File: src/rtl/lockin_demod.sv
// Lock-in demodulator: steps a phase accumulator once per ADC sample, fetches sin/cos from an
// external DDS, mixes the sample into I/Q and integrate-and-dumps every DEC samples.
//
//  state | meaning
//  IDLE  | waiting for adc_valid
//  GO    | dds_go high for one cycle, DDS samples dds_phase
//  WAIT  | DDS_LAT cycles of DDS latency, sin/cos captured on the last one
//  MAC   | multiply-accumulate, phase step, optional dump
module lockin_demod #(
    parameter int DEC     = 1024,
    parameter int SHIFT   = 16,
    parameter int DDS_LAT = 3,
    parameter int ACC_W   = 48
) (
    input  logic        clk,
    input  logic        rst,
    input  logic [15:0] adc_data,
    input  logic        adc_valid,
    input  logic [31:0] ftw,
    output logic        dds_go,
    output logic [17:0] dds_phase,
    input  logic [15:0] dds_sin,
    input  logic [15:0] dds_cos,
    output logic [23:0] i_out,
    output logic [23:0] q_out,
    output logic        out_valid,
    output logic        busy,
    output logic        overrun
);

    localparam int CNT_W = (DDS_LAT > 1) ? $clog2(DDS_LAT) : 1;
    localparam int DEC_W = (DEC > 1) ? $clog2(DEC) : 1;
    localparam logic [CNT_W-1:0] WAIT_LAST = CNT_W'(DDS_LAT - 1);
    localparam logic [DEC_W-1:0] DEC_LAST  = DEC_W'(DEC - 1);

    typedef enum logic [1:0] {IDLE, GO, WAIT, MAC} state_t;

    state_t state, state_nxt;
    logic   take, capture, mac;

    logic        [31:0]      phase_acc;
    logic        [CNT_W-1:0] wait_cnt;
    logic        [DEC_W-1:0] dec_cnt;
    logic signed [15:0]      sample, sin_r, cos_r;
    logic signed [ACC_W-1:0] acc_i, acc_q;
    logic signed [31:0]      p_i, p_q;
    logic signed [ACC_W-1:0] sum_i, sum_q, sh_i, sh_q;
    logic                    unused_phase_lsb;

    function automatic logic [23:0] sat24(input logic signed [ACC_W-1:0] v);
        logic [ACC_W-24:0] top;
        top = v[ACC_W-1:23];
        if ((&top) || !(|top)) return v[23:0];
        else if (v[ACC_W-1])  return 24'h800000;
        else                  return 24'h7FFFFF;
    endfunction

    always_ff @(posedge clk) begin
        if (rst) state <= IDLE;
        else     state <= state_nxt;
    end

    always_comb begin
        state_nxt = state;
        take      = 1'b0;
        capture   = 1'b0;
        mac       = 1'b0;
        case (state)
            IDLE: if (adc_valid) begin
                take      = 1'b1;
                state_nxt = GO;
            end
            GO:   state_nxt = WAIT;
            WAIT: if (wait_cnt == WAIT_LAST) begin
                capture   = 1'b1;
                state_nxt = MAC;
            end
            MAC: begin
                mac       = 1'b1;
                state_nxt = IDLE;
            end
            default: state_nxt = IDLE;
        endcase
    end

    assign dds_go    = (state == GO);
    assign busy      = (state != IDLE);
    assign dds_phase = phase_acc[31:14];
    assign unused_phase_lsb = ^phase_acc[13:0];

    assign p_i   = sample * cos_r;
    assign p_q   = sample * sin_r;
    assign sum_i = acc_i + {{(ACC_W-32){p_i[31]}}, p_i};
    assign sum_q = acc_q + {{(ACC_W-32){p_q[31]}}, p_q};
    assign sh_i  = sum_i >>> SHIFT;
    assign sh_q  = sum_q >>> SHIFT;

    always_ff @(posedge clk) begin
        if (rst) begin
            phase_acc <= '0;
            wait_cnt  <= '0;
            dec_cnt   <= '0;
            sample    <= '0;
            sin_r     <= '0;
            cos_r     <= '0;
            acc_i     <= '0;
            acc_q     <= '0;
            i_out     <= '0;
            q_out     <= '0;
            out_valid <= 1'b0;
            overrun   <= 1'b0;
        end else begin
            out_valid <= 1'b0;
            if (adc_valid && busy) overrun <= 1'b1;
            if (take) sample <= adc_data;
            if (state == GO)        wait_cnt <= '0;
            else if (state == WAIT) wait_cnt <= wait_cnt + 1'b1;
            if (capture) begin
                sin_r <= dds_sin;
                cos_r <= dds_cos;
            end
            if (mac) begin
                // phase steps only after the mix, so the sample uses the pre-increment phase
                phase_acc <= phase_acc + ftw;
                if (dec_cnt == DEC_LAST) begin
                    i_out     <= sat24(sh_i);
                    q_out     <= sat24(sh_q);
                    out_valid <= 1'b1;
                    acc_i     <= '0;
                    acc_q     <= '0;
                    dec_cnt   <= '0;
                end else begin
                    acc_i   <= sum_i;
                    acc_q   <= sum_q;
                    dec_cnt <= dec_cnt + 1'b1;
                end
            end
        end
    end

endmodule

File: config.mk
export PLATFORM = sky130hd
export DESIGN_NAME = lockin_demod
export DESIGN_NICKNAME = d
export VERILOG_FILES = /design/src/rtl/lockin_demod.sv
export SDC_FILE = /design/constraint.sdc
export NUM_CORES = 2
export LEC_CHECK = 0
export BUFFER_PORTS_ARGS = -buffer_cell sky130_fd_sc_hd__buf_4
export CORE_MARGIN = 5
export CORE_UTILIZATION = 55
export CTS_CLUSTER_DIAMETER = 120
export CTS_CLUSTER_SIZE = 20
export DETAILED_ROUTE_END_ITERATION = 7
export PLACE_DENSITY = 0.72
export SYNTH_ARGS = -nofsm -noshare
export SYNTH_HDL_FRONTEND = slang
export SYNTH_SLANG_ARGS = --single-unit
File: constraint.sdc
create_clock -name clk -period 22.1 [get_ports clk]
set_input_delay 2.21 -clock clk [delete_from_list [all_inputs] [get_ports clk]]
set_output_delay 2.21 -clock clk [all_outputs]
set_load 0.02 [all_outputs]
Word level (Yosys, flattened, before mapping). Cells that the tools add are included.

Register bits after elaboration: 240. Bits in latches: 0. RAM bits: 0. ROM bits: 0. Input port bits: 83. Output and inout port bits: 70. Memories: 0.

Add/subtract/negate cells: 5. Multiply operators: 2. Div/mod/pow operators: 0. $lt $le $gt $ge: 0. Equal/unequal tests: 7. Shift operators: 0. Muxes and demuxes: 16. Bitwise operators: 1. Reductions and logical operators: 15.

Operator list (number): $add A48 B48 Y48 (2); $mux W24 (4); $mux W48 (2); $mul A16 B16 Y32 (2); $add A32 B32 Y32 (1); $reduce_and A9 Y1 (2); $reduce_or A9 Y1 (2); $add A10 B1 Y10 const B (1); $eq A10 B10 Y1 const B (1); $mux W10 (1); $pmux W2 S4 (1); $eq A2 B2 Y1 const B (3); $mux W1 (6); $mux W2 (2); $ne A2 B2 Y1 const B (2); $reduce_and A2 Y1 (2); $reduce_or A2 Y1 (2); $add A2 B1 Y2 const B (1); $eq A2 B1 Y1 const B (1); $logic_not A1 Y1 (2); $logic_not A2 Y1 (1); $logic_or A1 B1 Y1 (2); $reduce_bool A2 Y1 (1); $logic_and A1 B1 Y1 (1); $not A1 Y1 (1).

Depth between registers and ports, before layout.
Word-level depth: 6. Depth in mapped cells: 39. Depth with buffers taken out: 37.

Least setup slack after synthesis. Ideal clock, no wire load.

Path type: flip-flop to flip-flop. Start: reg sin_r[7]. End: reg q_out[10]. Arrival time: 9.471 ns. Setup slack: 12.571 ns. Stages on the path, launching flop included: 38. Buffers on the path: 4. Clock period less this slack: 9.529 ns. Path through: dfxtp_1 > clkbuf_1 > clkbuf_1 > nand2_1 > fa_1 > inv_1 > fa_1 > inv_1 > fa_1 > inv_1 > fa_1 > fa_1 > inv_1 > fa_1 > inv_1 > ha_1 > and4_1 > o21ai_0 > [... 2 more ...] > o21ai_1 > a211o_1 > o31ai_2 > xnor2_1 > ha_1 > clkbuf_1 > a21oi_1 > o21a_1 > o21ai_0 > a21o_1 > a221o_1 > a21o_1 > a221oi_1 > xnor2_1 > nand4_1 > o41ai_2 > clkbuf_1 > o221a_2.

Word-level cells in the longest chain between the ends: 6. Elaborated cells on any way between the ends: 8.

Ends and longest elaborated chain: start: declaration (line 44) `logic signed [15:0] sample, sin_r, cos_r;`; start signal: assignment (line 119) `sin_r <= dds_sin;`; $mul A16 B16 Y32 * (line 92) `assign p_q = sample * sin_r;`; $add A48 B48 Y48 * (line 94) `assign sum_q = acc_q + {{(ACC_W-32){p_q[31]}}, p_q};`; $reduce_or A9 Y1 (line 53) `if ((&top) || !(|top)) return v[23:0];`; $logic_not A1 Y1 (line 53); $logic_or A1 B1 Y1 (line 53); $mux W24 * (line 53); end signal: assignment (line 127) `q_out <= sat24(sh_q);`; end: declaration (line 25) `output logic [23:0] q_out,`.

Mark *: on every way between the ends. The rest lies on a longest branch, timed or not. A chain may end at the register's enable or synchronous reset.

Worst setup path after layout.
Start: reg sample[15]. End: reg q_out[8].

Word-level cells in the longest chain between the ends: 6. Elaborated cells on any way between the ends: 8.

Ends and longest elaborated chain: start: declaration (line 44); start signal: assignment (line 115) `if (take) sample <= adc_data;`; $mul A16 B16 Y32 * (line 92); $add A48 B48 Y48 * (line 94); $reduce_or A9 Y1 (line 53); $logic_not A1 Y1 (line 53); $logic_or A1 B1 Y1 (line 53); $mux W24 * (line 53).

Marked as above.

==> impl_metrics.ini <==
[timing]
finalClockSkew_ns = 0.0301
rsz0062_at_grt = false
relSlewSlack_pct = 13.1
post-route-period-util_pct = 49.6
slew_violations = 0
worstMarginPinSlew_ns = 1.30
hold_viol_final = 0
finalSetupViolCount = 0
setup_tns_ns = 0
fin_crit_ns = 10.97
max_freq_mhz = 91.1
hold_ws_ns = 0.469

[die]
io_pins = 153
initial_core_util_pct = 55.2
die_y_um = 261
num_rows = 92
fp.dieW_um = 261
core_um2 = 62600
dieArea_um2 = 68000

[clocking]
clk_pin_slew_ns = 0.09
insertion_delay_ns = 0.54
root_buffer = clkbuf_16
cts_sinks = 240
cts_tree = yes
cts_buffers = 16
htreeDepth = 1
holdBufCountCts = 0
cts_resized = 0
clock_path_buffers = 3
post-cts-setup-buffer-count = 0

[hold_path]
hold_path.class = flop to flop

[yosys]
synth-main-ff-cell = dfxtp_1
synthesis.nets = 4865
yosys_warnings = 0
netlist_instances = 3952
yosys.cell_types.count = 82
synth_edf_count = 0
synth_area_um2 = 34600
synth_area_per_cell_um2 = 8.75
ys_ff_latch = 240
synthArstFlopShare_pct = 0
ys_seq_area_share_pct = 13.9

[routing]
finalWirelength_um = 82000
first_pass_iters = 6
drcViolationCount = 0
drtIter0Drc = 1522
vias = 26500
wire_per_inst_um = 17.1
via_per_inst = 5.52
antenna_left = 0

[grt]
overflow = 0
grt_pass1_wl_um = 138000
track_usage_pct = 24.5
antenna_found_initial = 0
grt_max_degree = 96
grt_pass1_vias = 27700

[finish]
regArea_um2 = 4800
n_antenna_cell = 0
fillers = 5646
finalNonFillerCells = 4805
multi_input_area_um2 = 26700
areaGrowthSynthToFinish_pct = 6.05
post-route-util_pct = 58.6
drive_gt1_share_pct = 6.62
nets = 4870

[placed_design]
hpwl_um = 64200
dp.cells = 4785
gp_congestion = 0.882
port_buffers = 152

[run]
cap_violations = 0

[power_and_ir_drop]
ir_drop_mv = 0.0388
leakage_nw = 18.6
clkPwrFrac_pct = 28.4
p_per_area_nw_per_um2 = 29.8
intPower_uw = 693
p_seq_share_pct = 43.1
pwr-share-comb_pct = 28.5
p_sw_uw = 399
power_switching_share_pct = 36.6

[setup_path]
path_common_cell = fa_1
start_kind = flop
path_class = flop to flop
crit_buf_inv = 4
cpPeakStageDelay_ns = 1.00
arrival_ns = 11.44
critPathSlowestCell = xnor2_2
cp.required_ns = 22.57
cp_max_fo = 23
crit_family = adder cells
cp-end-kind = flop

[outcome]
status = finished clean
-- layout by cell type (no fill, tap or decap), types with 22 or more instances in the layout --
master    instances
inv_1           617
o21ai_0          77
o221a_2          23
nand4_1          23
ha_1            302
a22oi_1          81
a21o_1           81
o21bai_1         24
nor2b_1          32
xnor2_1         125
nand2_1         427
nor2_1          260
dfxtp_1         240
nand3_1          33
nand2b_1         26
and2_1          261
nor3_1           28
a221o_1          27
and3_1           22
buf_4           178
a21oi_1         213
xor2_1           60
fa_1            527
mux2i_1          27
-- path summary, 6_finish.rpt --
kind              startpoint         to  slack [ns]  cells after the start
setup / recovery  sample[15]   q_out[8]       11.13                     32
hold / removal     sample[4]  sample[4]        0.47                      2
setup reg to reg  sample[15]   q_out[8]       11.13                     32
hold reg to reg    sample[4]  sample[4]        0.47                      2
-- worst min-delay path, cell delays in order (launching register included) --
cell     delay [ns]
dfxtp_1        0.32
nand2_1        0.05
a21oi_1        0.05
-- synthesized netlist by cell type, types with 10 or more instances --
library cell	instances	area, um2
and2_1	262	1640
buf_4	18	135
or3_1	20	125
nor3_1	29	145
o221a_2	23	259
o21a_1	18	135
a211o_1	10	87.6
a31oi_1	17	106
buf_1	11	41.3
a22oi_1	81	608
ha_1	303	3790
xnor2_1	126	1100
nand2_1	427	1600
nor2b_1	32	200
nand3_1	33	165
o211ai_1	13	97.6
clkbuf_1	156	586
nor2_1	262	983
dfxtp_1	240	4800
o21bai_1	24	180
a21o_1	81	608
a211oi_1	16	120
o21ai_0	77	385
and3_1	22	138
fa_1	527	10600
a21oi_1	213	1070
nand2b_1	26	163
nand4_1	23	144
xor2_1	60	526
mux2i_1	27	270
a221o_1	27	270
inv_1	617	2320
-- power by group through the flow --
| stage | combinational, mW | sequential, mW | clock (mW) |
|---|---|---|---|
| after floorplan | 0.213 | 0.470 | 0 |
| after global placement | 0.304 | 0.480 | 0 |
| after detailed placement | 0.307 | 0.480 | 0 |
| after CTS | 0.310 | 0.470 | 0.322 |
| after global routing | 0.340 | 0.473 | 0.337 |
| final | 0.311 | 0.470 | 0.310 |
-- area by class of cell --
class	instances	area share, %
multi-input combinational	2902	72.7
sequential	240	13.1
inverter	618	6.33
timing repair buffer	179	3.68
tap	846	2.89
clock buffer	19	1.21
clock inverter	1	0.0546
-- state kept, by name (all words and copies together), names as in the netlist --
signal     flops
acc_i         48
acc_q         48
phase_acc     32
i_out         24
q_out         24
cos_r         16
sample        16
sin_r         16
dec_cnt       10
state          2
wait_cnt       2
out_valid      1
overrun        1
-- kinds of logic (layout without fill, tap and decap cells) --
group                    after synthesis  in the layout  share of synthesized area [%]
AND/OR/NAND/NOR                     1161           1161                           15.9
adder cells (fa/ha/maj)              830            830                           41.5
XOR/XNOR                             188            188                           4.85
AO/OA/AOI/OAI                        694            694                           14.0
buffers and inverters                810            817                           9.07
multiplexers                          29             29                          0.847
flip-flops                           240            240                           13.9
-- metrics by stage --
stage	total power, mW	setup slack (ns)	cell area (um2)
2_1_floorplan	0.683	12.57	34600
3_3_place_gp	0.784	11.50	36200
3_5_place_dp	0.787	11.31	36200
4_1_cts	1.10	11.22	36700
5_1_grt	1.15	10.55	36700
6_report	1.09	11.13	36700
-- routing by layer --
metal,routed length [um],global-route usage [%]
met1,37500,34.8
met2,36900,39.1
met3,6370,5.50
met4,1250,4.26
met5,0,0.292
Note: power is estimated with default switching activity, not from simulation.
